[src/rtl/cdc_2phase_arb_pkg.sv]
// Shared types for the two-phase CDC source-side arbiter/clear controller.
package cdc_2phase_arb_pkg;

  typedef enum logic [1:0] {
    ARB   = 2'd0,
    DRAIN = 2'd1,
    CLEAR = 2'd2,
    DONE  = 2'd3
  } arb_state_e;

endpackage

[src/rtl/rr_pick.sv]
// Cyclic first-one finder: lowest set request at or after start_i, wrapping.
module rr_pick #(
  parameter  int unsigned NumReq = 4,
  localparam int unsigned IdxW   = $clog2(NumReq)
) (
  input  logic [NumReq-1:0] req_i,
  input  logic [IdxW-1:0]   start_i,
  output logic [IdxW-1:0]   idx_o,
  output logic              valid_o
);

  int unsigned pos;

  always_comb begin
    idx_o   = '0;
    valid_o = 1'b0;
    pos     = 0;
    for (int unsigned k = 0; k < NumReq; k++) begin
      pos = (32'(start_i) + k) % NumReq;
      if (!valid_o && req_i[IdxW'(pos)]) begin
        idx_o   = IdxW'(pos);
        valid_o = 1'b1;
      end
    end
  end

endmodule

[src/rtl/cdc_2phase_src_arb_ctrl.sv]
// Round-robin arbiter in front of a clearable two-phase CDC source half,
// sequencing drain -> clear -> done without ever presenting valid during clear.
module cdc_2phase_src_arb_ctrl
  import cdc_2phase_arb_pkg::*;
#(
  parameter  int unsigned NumReq       = 4,
  parameter  int unsigned ClearCycles  = 2,
  parameter  int unsigned DrainTimeout = 64,
  localparam int unsigned IdxW         = $clog2(NumReq)
) (
  input  logic              clk_i,
  input  logic              rst_i,
  input  logic [NumReq-1:0] req_valid_i,
  input  logic [NumReq-1:0] req_data_i,
  output logic [NumReq-1:0] req_ready_o,
  output logic              src_valid_o,
  output logic              src_data_o,
  input  logic              src_ready_i,
  output logic              src_clear_o,
  input  logic              clear_req_i,
  output logic              clear_busy_o,
  output logic              clear_done_o,
  output logic              drain_timeout_o,
  output logic [IdxW-1:0]   grant_idx_o
);

  localparam int unsigned CntMax = (ClearCycles > DrainTimeout) ? ClearCycles : DrainTimeout;
  localparam int unsigned CntW   = $clog2(CntMax + 1);
  localparam logic [IdxW-1:0] LastIdx = IdxW'(NumReq - 1);

  arb_state_e      state_q, state_d;
  logic [IdxW-1:0] rr_ptr_q, rr_ptr_d;
  logic [IdxW-1:0] held_q, held_d;
  logic            locked_q, locked_d;
  logic            pend_q, pend_d;
  logic [CntW-1:0] drain_cnt_q, drain_cnt_d;
  logic [CntW-1:0] clr_cnt_q, clr_cnt_d;
  logic            timeout_q, timeout_d;

  logic [IdxW-1:0] pick_idx;
  logic            pick_valid;
  logic [IdxW-1:0] grant;
  logic            hs;
  logic            stall;

  rr_pick #(
    .NumReq(NumReq)
  ) u_rr_pick (
    .req_i  (req_valid_i),
    .start_i(rr_ptr_q),
    .idx_o  (pick_idx),
    .valid_o(pick_valid)
  );

  always_comb begin
    state_d     = state_q;
    rr_ptr_d    = rr_ptr_q;
    held_d      = held_q;
    locked_d    = locked_q;
    pend_d      = pend_q;
    drain_cnt_d = '0;
    clr_cnt_d   = '0;
    timeout_d   = timeout_q;
    hs          = 1'b0;
    stall       = 1'b0;

    src_valid_o  = 1'b0;
    src_data_o   = 1'b0;
    src_clear_o  = 1'b0;
    clear_done_o = 1'b0;
    req_ready_o  = '0;

    grant       = locked_q ? held_q : pick_idx;
    grant_idx_o = grant;

    unique case (state_q)
      ARB: begin
        src_valid_o        = locked_q ? req_valid_i[held_q] : pick_valid;
        src_data_o         = src_valid_o & req_data_i[grant];
        req_ready_o[grant] = src_ready_i;
        hs                 = src_valid_o & src_ready_i;
        stall              = src_valid_o & ~src_ready_i;

        // The lock simply mirrors an outstanding stall, so it drops on the
        // handshake and never survives into DRAIN.
        locked_d = stall;
        if (stall) held_d = grant;
        if (hs) rr_ptr_d = (grant == LastIdx) ? '0 : grant + 1'b1;

        // A clear request seen while stalled is remembered until the item
        // completes, since the request may be only a pulse.
        if ((clear_req_i || pend_q) && !stall) begin
          state_d = DRAIN;
          pend_d  = 1'b0;
        end else if (clear_req_i) begin
          pend_d = 1'b1;
        end
      end

      DRAIN: begin
        drain_cnt_d = drain_cnt_q + 1'b1;
        if (src_ready_i) begin
          state_d     = CLEAR;
          drain_cnt_d = '0;
        end else if (drain_cnt_q == CntW'(DrainTimeout - 1)) begin
          state_d     = CLEAR;
          drain_cnt_d = '0;
          timeout_d   = 1'b1;
        end
      end

      CLEAR: begin
        src_clear_o = 1'b1;
        clr_cnt_d   = clr_cnt_q + 1'b1;
        if (clr_cnt_q == CntW'(ClearCycles - 1)) begin
          state_d   = DONE;
          clr_cnt_d = '0;
        end
      end

      DONE: begin
        clear_done_o = 1'b1;
        state_d      = clear_req_i ? DRAIN : ARB;
      end

      default: state_d = ARB;
    endcase
  end

  always_ff @(posedge clk_i) begin
    if (rst_i) begin
      state_q     <= ARB;
      rr_ptr_q    <= '0;
      held_q      <= '0;
      locked_q    <= 1'b0;
      pend_q      <= 1'b0;
      drain_cnt_q <= '0;
      clr_cnt_q   <= '0;
      timeout_q   <= 1'b0;
    end else begin
      state_q     <= state_d;
      rr_ptr_q    <= rr_ptr_d;
      held_q      <= held_d;
      locked_q    <= locked_d;
      pend_q      <= pend_d;
      drain_cnt_q <= drain_cnt_d;
      clr_cnt_q   <= clr_cnt_d;
      timeout_q   <= timeout_d;
    end
  end

  assign clear_busy_o    = (state_q != ARB);
  assign drain_timeout_o = timeout_q;

endmodule

[config.mk]
export PLATFORM = sky130hd
export DESIGN_NAME = cdc_2phase_src_arb_ctrl
export DESIGN_NICKNAME = d
export VERILOG_FILES = /design/src/rtl/cdc_2phase_arb_pkg.sv /design/src/rtl/rr_pick.sv /design/src/rtl/cdc_2phase_src_arb_ctrl.sv
export SDC_FILE = /design/constraint.sdc
export NUM_CORES = 1
export LEC_CHECK = 0
export CORE_UTILIZATION = 45
export DETAILED_ROUTE_END_ITERATION = 6
export HOLD_SLACK_MARGIN = 0.05
export PLACE_DENSITY = 0.73
export SLEW_MARGIN = 0
export SYNTH_ARGS = -nofsm -noshare
export SYNTH_HDL_FRONTEND = slang
export SYNTH_HIERARCHICAL = 1
export SYNTH_SLANG_ARGS = --single-unit
[constraint.sdc]
create_clock -name clk_i -period 2.8 [get_ports clk_i]
set_input_delay 0.56 -clock clk_i [delete_from_list [all_inputs] [get_ports clk_i]]
set_output_delay 0.56 -clock clk_i [all_outputs]
set_load 0.03 [all_outputs]
==> summary.txt, run 1 <==
DRT iter0 DRCs: 26
Min setup slack post-route: 26.9 ps
Cell count after synthesis: 151
Skew final: 8.44 ps
Synth Cell Area: 1300 um2
Via count: 1190
First-pass GRT wire length: 5.05 mm
R2r worst-path depth: 10
Period utilisation layout: 99.0%
Clock buffer depth: 2
Total area of multi-input combinational cells: 810 um2
Synthesized net count: 174
Netlist cell types: 39
DRT Pass-1 Iters: 4
Asr flop ratio synth: 0%
Number of flops mapped to enable cells by yosys: 0
Placed insts: 218
DP Area: 1660 um2
Worst VDD drop: 0.000775 V
R2R Setup Slk: 890 ps
TNS Setup: 0 ps
Peak Freq: 361 MHz
Final HPWL DP: 2.24 mm
Inserted Clock Buffers: 3
Synth warn: 6
Flops & latches, synth: 23
DRC viols: 0
Die Area: 3110 um2
Vias/cell: 5.34
Final hold violations: 0
MaxCap Viol Count: 0
Std cell rows: 19
R2R Path End: rr_ptr_q[1]
CTS Root Cell: clkbuf_4
Initial antenna violation count: 0
Largest area contributor in the netlist: dfxtp_1
Nets@finish: 216
Core area: 2760 um2
Register area: 462 um2
Grt ovf: 0
HP Class: reg -> reg
Pin count of the biggest net entering global routing: 14
Max-Slew Margin vs Limit: 68.0%
Fill count: 250
Cell Pwr Density: 860 nW/um2
Area share of the largest cell type after synthesis: 35.4%
Slew @ Worst Pin: 476 ps
# diodes: 0
CP Capture Type: output port
Post-route cell area: 1710 um2
Sink Count: 23
Area Overhead vs Synth: 31.5%
Arrival @ worst endpoint: 2210 ps
RSZ-0062 raised after global routing: no
Initial Utilization: 47.2%
Chip height: 55.8 um
Die W: 55.8 um
RD Place Congestion: 0.847
H-tree depth: 1
Hold Path Sink: drain_cnt_q[0]
Crit path max fanout: 2
Synth area leaders: dfxtp_1, ha_1, nor2_1
WL final: 2.87 mm
Setup WS pre-CTS: -816 ps
Final core occ: 62.1%
Port buffer count: 23
Syn avg cell area: 8.63 um2
Post-route ant nets: 0
DR WL/cell: 12.9 um
Commonest register cell after synthesis: dfxtp_1
Hold_sp: drain_cnt_q[0]
IO Pins: 24
Reg2Reg Launch Point: rr_ptr_q[0]
Kind of critical path: in -> out
Clock transition at path regs: 120 ps
Worst EP required: 2240 ps
Fin. max-slew vios: 0
Hold depth: 1
Status: completed
Crit path launch type: input port
Finished Layout Cells: 223
Min cycle time layout: 2770 ps
Leak: 0.743 nW
Vias in the first global route: 1200
Final setup fails: 0
Share of layout cells above drive strength 1: 28.6%
Clock latency on the worst-skew pair: 310 ps
GRT Overall Usage: 20.1%
Post-synthesis sequential area ratio: 35.4%
CTS tree: done
worst max-delay path, cell delays in order:
cell and delay (ps):
buf_2 110, inv_2 40, a221o_1 350, a21oi_2 150
mux2_4 190, mux4_2 500, and2_4 170, buf_6 130
synth_stat cells, types with 2 or more instances:
master,instances
nand2_1,6
inv_1,12
nor3_1,6
nand3_1,6
and3_1,6
or2_2,2
ha_1,11
a21oi_1,11
mux2i_1,3
xnor2_1,5
dfxtp_1,23
nor2b_1,3
xor2_1,4
mux2_2,2
and3_2,2
nand2b_1,2
nor2_1,25
cells in the final DEF (no fill, tap or decap), drive strengths merged, types with 2 or more instances in the layout:
cell           count
a21oi             12
xor2               4
mux2i              3
nand2              7
o21ai              2
inv               13
xnor2              5
nand3              6
and3               9
nor3               7
ha                11
or2                2
dfxtp             23
clkbuf             5
buf               25
mux2               2
clkdlybuf4s50     11
nor2              25
nor2b              3
nand2b             2
final cells by class:
class                   instances  area share [%]
flip-flops and latches         23            27.0
repair buffers                 39            19.1
well taps                      31            2.26
clock buffers                   3            1.31
multi-input cells             113            47.3
clock inverters                 1           0.292
inverters                      13            2.85
through the flow:
stage | hold WS [ps] | total power, mW
after floorplan | 418 | 0.950
after global placement | 430 | 1.24
after detailed placement | 436 | 1.27
after CTS | 454 | 1.47
after global routing | 471 | 1.58
final | 453 | 1.47
cell families (layout without fill, tap and decap cells):
logic type | after synthesis | in the layout | synth area share, %
simple gates | 64 | 64 | 25.0
buf+inv | 15 | 56 | 4.71
fa+ha+maj | 11 | 11 | 10.6
flops | 23 | 23 | 35.4
compound gates | 23 | 23 | 12.6
mux | 6 | 6 | 5.76
xor+xnor | 9 | 9 | 6.05
timing repair:
item / in CTS / in global routing
setup buffers: 1 / 0
hold buffers: 0 / 0
gates resized for setup: 27 / 9
pin swaps: 2 / 3
endpoints found under the setup margin: 5 / 4
registers in the layout (all words and copies together) (netlist names):
name,cells
held_q,2
pend_q,1
state_q,2
clr_cnt_q,7
drain_timeout_o,1
drain_cnt_q,7
rr_ptr_q,2
locked_q,1
layer usage:
layer  share of wire [%]  GRT usage (%)
met4                 1.8           5.00
met5                   0              0
met1                  43           22.8
met3                 3.0           3.49
met2                  52           38.6
report_power, final:
part | switching, mW | internal (mW) | leakage (nW)
Combinational | 0.472 | 0.422 | 0.538
Clock | 0.0984 | 0.0534 | 0.0177
Sequential | 0.0514 | 0.376 | 0.187
Total | 0.622 | 0.852 | 0.743
how the worst max path moves through the flow:
stage            endpoint  slack [ps]  depth (start not counted)            from
4_1_cts        src_data_o           3                          7  req_valid_i[2]
3_5_place_dp   src_data_o        -820                          8  req_valid_i[1]
3_3_place_gp   src_data_o        -730                          8  req_valid_i[1]
6_report       src_data_o          30                          8  req_valid_i[1]
5_1_grt        src_data_o           2                          8  req_valid_i[1]
2_1_floorplan  src_data_o          90                          6  req_valid_i[1]
Power figures use the tool's default switching activity.
==> run 2, diff against run 1 <==
--- a/config.mk
+++ b/config.mk
@@ -6,6 +6,7 @@
 export NUM_CORES = 1
 export LEC_CHECK = 0
 export CORE_UTILIZATION = 45
+export CTS_CLUSTER_SIZE = 20
 export DETAILED_ROUTE_END_ITERATION = 6
 export HOLD_SLACK_MARGIN = 0.05
 export PLACE_DENSITY = 0.73
==> results of run 2 <==
Same layout as run 1: the final DEF is identical, and so are final timing and power.
